File: src/rtl/systolic_skew_feeder.sv
// rtl/systolic_skew_feeder.sv - skews fetched BRAM words into a diagonal wavefront for a systolic array edge.
// Lane k is delayed k+1 cycles; a tile is TILE_ROWS accepted words followed by a drain of the wavefront.
module systolic_skew_feeder #(
  parameter int DATA_WIDTH = 256,
  parameter int NUM_BITS   = 8,
  parameter int TILE_ROWS  = 32
) (
  input  logic                           clk,
  input  logic                           rst_n,
  input  logic                           start,
  input  logic                           in_valid,
  input  logic [DATA_WIDTH-1:0]          in_data,
  output logic [DATA_WIDTH-1:0]          skew_data,
  output logic [DATA_WIDTH/NUM_BITS-1:0] skew_valid,
  output logic                           busy,
  output logic                           tile_done,
  output logic                           overflow
);

  localparam int LANES   = DATA_WIDTH / NUM_BITS;
  localparam int ROW_W   = $clog2(TILE_ROWS + 1);
  localparam int DRAIN_W = (LANES > 1) ? $clog2(LANES) : 1;

  typedef enum logic [1:0] {IDLE, STREAM, DRAIN} state_t;

  state_t             state;
  logic [ROW_W-1:0]   row_cnt;
  logic [DRAIN_W-1:0] drain_cnt;
  logic               accept;

  assign accept = (state == STREAM) && in_valid;

  // Drain runs until lane LANES-1 has emitted the last accepted word; tile_done marks the return to IDLE.
  always_ff @(posedge clk or negedge rst_n) begin
    if (!rst_n) begin
      state     <= IDLE;
      row_cnt   <= '0;
      drain_cnt <= '0;
      busy      <= 1'b0;
      tile_done <= 1'b0;
      overflow  <= 1'b0;
    end else begin
      tile_done <= 1'b0;
      case (state)
        IDLE: begin
          if (start) begin
            state    <= STREAM;
            busy     <= 1'b1;
            row_cnt  <= '0;
            overflow <= 1'b0;
          end else if (in_valid) begin
            overflow <= 1'b1;
          end
        end
        STREAM: begin
          if (in_valid) begin
            row_cnt <= row_cnt + 1'b1;
            if (row_cnt == ROW_W'(TILE_ROWS - 1)) begin
              state     <= DRAIN;
              drain_cnt <= '0;
            end
          end
        end
        DRAIN: begin
          if (in_valid) begin
            overflow <= 1'b1;
          end
          if (drain_cnt == DRAIN_W'(LANES - 1)) begin
            state     <= IDLE;
            busy      <= 1'b0;
            tile_done <= 1'b1;
          end else begin
            drain_cnt <= drain_cnt + 1'b1;
          end
        end
        default: begin
          state <= IDLE;
          busy  <= 1'b0;
        end
      endcase
    end
  end

  for (genvar k = 0; k < LANES; k++) begin : g_lane
    logic [NUM_BITS-1:0] dly [0:k];
    logic [k:0]          vld;

    // Shifts unconditionally so bubbles travel with the data instead of stalling the wavefront.
    always_ff @(posedge clk or negedge rst_n) begin
      if (!rst_n) begin
        for (int j = 0; j <= k; j++) begin
          dly[j] <= '0;
        end
        vld <= '0;
      end else begin
        dly[0] <= accept ? in_data[k*NUM_BITS +: NUM_BITS] : '0;
        vld[0] <= accept;
        for (int j = 1; j <= k; j++) begin
          dly[j] <= dly[j-1];
          vld[j] <= vld[j-1];
        end
      end
    end

    assign skew_data[k*NUM_BITS +: NUM_BITS] = dly[k];
    assign skew_valid[k]                     = vld[k];
  end

endmodule

File: config.mk
export PLATFORM = sky130hd
export DESIGN_NAME = systolic_skew_feeder
export DESIGN_NICKNAME = d
export VERILOG_FILES = /design/src/rtl/systolic_skew_feeder.sv
export SDC_FILE = /design/constraint.sdc
export NUM_CORES = 2
export LEC_CHECK = 0
export BUFFER_PORTS_ARGS = -buffer_cell sky130_fd_sc_hd__buf_2
export CELL_PAD_IN_SITES_DETAIL_PLACEMENT = 1
export CELL_PAD_IN_SITES_GLOBAL_PLACEMENT = 2
export CORE_AREA = 2 2 612 614
export DETAILED_ROUTE_END_ITERATION = 12
export DIE_AREA = 0 0 614 616
export PLACE_DENSITY = 0.61
export SLEW_MARGIN = 30
export SYNTH_ARGS = -nofsm -noshare
export SYNTH_HDL_FRONTEND = slang
export SYNTH_SLANG_ARGS = --single-unit
export TNS_END_PERCENT = 1
File: constraint.sdc
create_clock -name clk -period 1.86 [get_ports clk]
set_clock_uncertainty 0.1 [all_clocks]
set_input_delay 0 -clock clk [delete_from_list [all_inputs] [get_ports clk]]
set_output_delay 0 -clock clk [all_outputs]
set_load 0.01 [all_outputs]
Word-level counts from Yosys, hierarchy flattened
Cells that the tools add are included. Widths: inputs -> output; s select.

Add/subtract/negate cells: 2. Equality and inequality tests: 9. Mux-type cells: 52. Bitwise operators: 1. Reductions and logical operators: 9.

Operator list (count): $mux 8 (32); $mux 5 (3); $mux 6 (2); $pmux 6 s2 (1); $pmux 5 s2 (1); $mux 2 (4); $ne 2x2->1 const B (4); $reduce_and 4->1 (2); $add 6x1->6 const B (1); $eq 6x5->1 const B (1); $mux 1 (6); $pmux 2 s3 (1); $reduce_and 3->1 (2); $reduce_bool 2->1 (3); $add 5x1->5 const B (1); $eq 5x5->1 const B (1); $pmux 1 s3 (1); $eq 2x1->1 const B (1); $eq 2x2->1 const B (1); $logic_not 2->1 (1); $ne 2x1->1 const B (1); $pmux 1 s2 (1); $logic_and 1x1->1 (1); $not 1->1 (1).

Register bits after elaboration: 4768. Bits of input ports: 260. Output and inout bits: 291. Logic and storage cells: 639.

Depth between registers and ports, before layout
Depth in word-level cells: 4. Mapped depth: 6. Depth with buffers taken out: 6.

Least setup slack after synthesis
Ideal clock, no wire load.

Kind: flip-flop to flip-flop. From: reg drain_cnt[0]. To: reg drain_cnt[3]. Setup time: 132 ps. Arrival: 1645 ps. Data required time: 1628 ps. Setup slack: -17 ps. Cell stages (with the launch flop): 7. Buffers on the path: 0. Period minus slack after synthesis: 1877 ps. Path through: dfrtp_1 ha_1 and3_1 ha_1 or3b_2 o31ai_2 a31oi_1.

Cells in the longest elaborated chain, start to end: 3. Elaborated cells on any way between the ends: 6. Those cells by class: 1 x add/sub; 2 x eq/ne; 2 x mux; 1 x reduce/logical.

RTL lines: start, declared (line 28) `logic [DRAIN_W-1:0] drain_cnt;`; start signal, assigned (line 73) `drain_cnt <= drain_cnt + 1'b1;`; $add 5x1->5 / $eq 5x5->1 (equally long branches) (line 73, 68); $mux 5 / $ne 2x2->1 (equally long branches); $pmux 5 s2 / $reduce_and 4->1 (equally long branches).

Several ways; a longest one is shown, not always the timed one. The select of a mux whose other input is x is not followed. A chain may end at the register's enable or synchronous reset.

Worst setup path after layout
From: reg drain_cnt[0]. To: reg drain_cnt[0].

Same word-level chain as after synthesis.

==> flow_summary.toml <==
[yosys]
ys.flop_type = "dfrtp_1"
synth_area_per_cell_um2 = 22.8
synth_area_leader_cell = "dfrtp_1"
synth_common_cells = "dfrtp_1 (4272), and2_1 (256), buf_4 (252)"
synth.most_common_cell = "dfrtp_1"
synth-edff-count = 0
synth_area_leaders = "dfrtp_1 (96%), buf_4 (1.7%), and2_1 (1.4%), clkbuf_2 (0.10%), mux2i_1 (0.036%)"
synthDominantCellAreaShare = 0.964
synth_warnings = 0
syn_inst = 4868
seq_area_frac_synth = 0.964
yosysUniqueCellTypes = 35
netlist_area_mm2 = 0.111
syn_nets = 5131
async_flop_share = 1.00
ys_ff_latch = 4272

[floorplanning]
dieArea_mm2 = 0.378
die_w_um = 614
io_pins = 551
rows = 224
start_util = 0.299
die_h_um = 616
coreArea_mm2 = 0.371

[timing]
setup_violations = 0
setup_ws_ns = 0.0297
hold_viol = 0
fmaxAchievable_mhz = 546
relSlewSlack = 0.471
tns_ns = 0
period_minus_slack_ns = 1.83
rsz0062_at_grt = "yes"
worst_slew_pin_slew_ns = 0.794
period_share = 0.984
whs_ns = 0.179
report.final.slew_viol_count = 0

[grt]
grt_busiest_layer = "met2"
met2_usage = 0.152
antenna_found_initial = 19
grt_max_degree = 139
grt_pass1_vias = 49100
use_met3 = 0.0228
track_usage = 0.0892
met1_usage = 0.107
grt_pass1_wl_mm = 270
grt_overflow = 0

[min_path]
hp-start = "g_lane[22].dly[128]"
hold_class = "reg -> reg"

[setup_path]
worst_path_max_delay_cell = "or3b_4"
crit_top_cell = "ha_2"
reg2reg_depth = 6
crit_end = "drain_cnt[0]"
rr_startpoint = "drain_cnt[0]"
slowest_delay_ns = 0.41
cp.arrival_ns = 2.54
crit_required_ns = 2.57
ff2ff_setup_slack_ns = 0.03
worstReg2RegEnd = "drain_cnt[0]"
critPathLaunchType = "flop"
crit_type = "reg -> reg"
critPathBufInv = 1
path_depth = 6
crit_family = "simple AND/OR/NAND/NOR gates"
path_max_fanout = 4
cp_cell_sequence = "ha_2 -> and3_1 -> ha_2 -> or3b_4 -> buf_4 -> mux2i_1"
worstSetupEndpointType = "flop"
worstSetupStartpoint = "drain_cnt[0]"

[detailed_routing]
dr_total_vias = 41500
totalWireLength_mm = 164
drt_iter0_drc = 1907
wl_per_cell_um = 14.1
via_per_inst = 3.58
ant_nets = 0
remaining_drc_errors = 0
drt_first_pass_iters = 4

[power_and_ir_drop]
power.density_mw_per_mm2 = 1360
power.leakage_nw = 68.6
ir_worst_vdd_mv = 0.874

[cts]
root_buffer = "clkbuf_16"
clockBufferDepth = 4
cts_buffers = 420
htreeDepth = 5
clk_latency_ns = 0.92
clk_pin_slew_worst_paths_ns = 0.06
clock_sinks = 4272
cts_tree = "yes"

[layout]
area_growth_pct = 25.8
layout-drive-gt1-share = 0.214
fillers = 36100
fin_nets = 6534
finish.utilization = 0.376

[placed_design]
place_hpwl_mm = 92.0
routabilityCongestion = 0.725
portBuffers = 550
pre_cts_ws_ns = -0.0921

[outcome]
outcome = "finished, final reports clean"

[flow_run]
cap_violations = 0
==> power by group <==
group / total [mW] / internal (mW) / switching, mW
clock: 83.9 / 49.5 / 34.5
combinational: 5.08 / 2.03 / 3.05
sequential: 101 / 99.4 / 1.90
==> flip-flops by register name, indices dropped and copies added, names as in the netlist <==
register / cells
g_lane.dly: 3976
skew_data: 248
g_lane.vld: 32
row_cnt: 6
drain_cnt: 5
state: 2
busy: 1
overflow: 1
tile_done: 1
==> kinds of logic (layout without fill, tap and decap cells) <==
kind of cell               count (synthesis)  after routing  synth area share
DFF                                     4272           4272             0.964
buffers and inverters                    285           2024            0.0185
and+or+nand+nor                          283            283            0.0159
AOI/OAI and AO/OA                         20             20           0.00125
muxes                                      4              4          0.000361
adders and majority gates                  3              3          0.000338
xor gates and xnor gates                   1              1         0.0000790
other                                      0             14                 0
==> cell type report <==
| cell class | count | area (µm²) | share of cell area |
|---|---|---|---|
| clock inverter | 137 | 1840 | 0.0132 |
| timing repair buffer | 1260 | 10200 | 0.0732 |
| multi-input combinational | 311 | 2010 | 0.0144 |
| inverter | 6 | 30.0 | 0.000215 |
| tap | 4972 | 6220 | 0.0446 |
| antenna | 14 | 35.0 | 0.000251 |
| clock buffer | 621 | 12300 | 0.0884 |
| sequential | 4272 | 107000 | 0.766 |
==> cells in the final DEF, fill, tap and decap left out, types with 14 or more instances in the layout <==
cell / n
buf_4: 125
dlygate4sd3_1: 520
diode_2: 14
clkbuf_8: 105
clkbuf_16: 421
and2_1: 256
buf_12: 64
clkinv_2: 65
clkbuf_1: 95
buf_2: 549
dfrtp_1: 4272
bufinv_16: 24
clkinv_16: 14
==> how the worst min path moves through the flow <==
stage                     endpoint  slack [ns]  cells past startpoint
6_report       g_lane[22].dly[120]        0.18                      0
5_1_grt        g_lane[24].dly[114]        0.18                      0
4_1_cts         g_lane[10].dly[85]        0.12                      4
3_5_place_dp   g_lane[13].dly[110]        0.11                      2
3_3_place_gp     g_lane[2].dly[22]        0.11                      2
2_1_floorplan                 busy       -0.40                      0
==> per-stage QoR <==
| stage | area [µm²] | total power [mW] | instances |
|---|---|---|---|
| floorplan | 111000 | 103 | 4868 |
| global placement | 120000 | 107 | 10300 |
| detailed placement | 120000 | 108 | 10300 |
| CTS | 140000 | 194 | 11600 |
| global route | 140000 | 199 | 11600 |
| finish | 140000 | 190 | 11600 |
==> timing repair <==
action	4_1_cts	5_1_grt
buffers inserted	2	0
endpoints found under the hold margin	4544	0
gates resized for setup	2	4
hold buffers	521	0
endpoints found under the setup margin	4	53
==> layer usage <==
| metal | part of all wire | vias up |
|---|---|---|
| met5 | 0 | - |
| met4 | 0.041 | 0 |
| met3 | 0.051 | 410 |
| met2 | 0.52 | 756 |
| met1 | 0.39 | 22600 |
| li1 | - | 17700 |
Note: power is estimated with default switching activity, not from simulation.
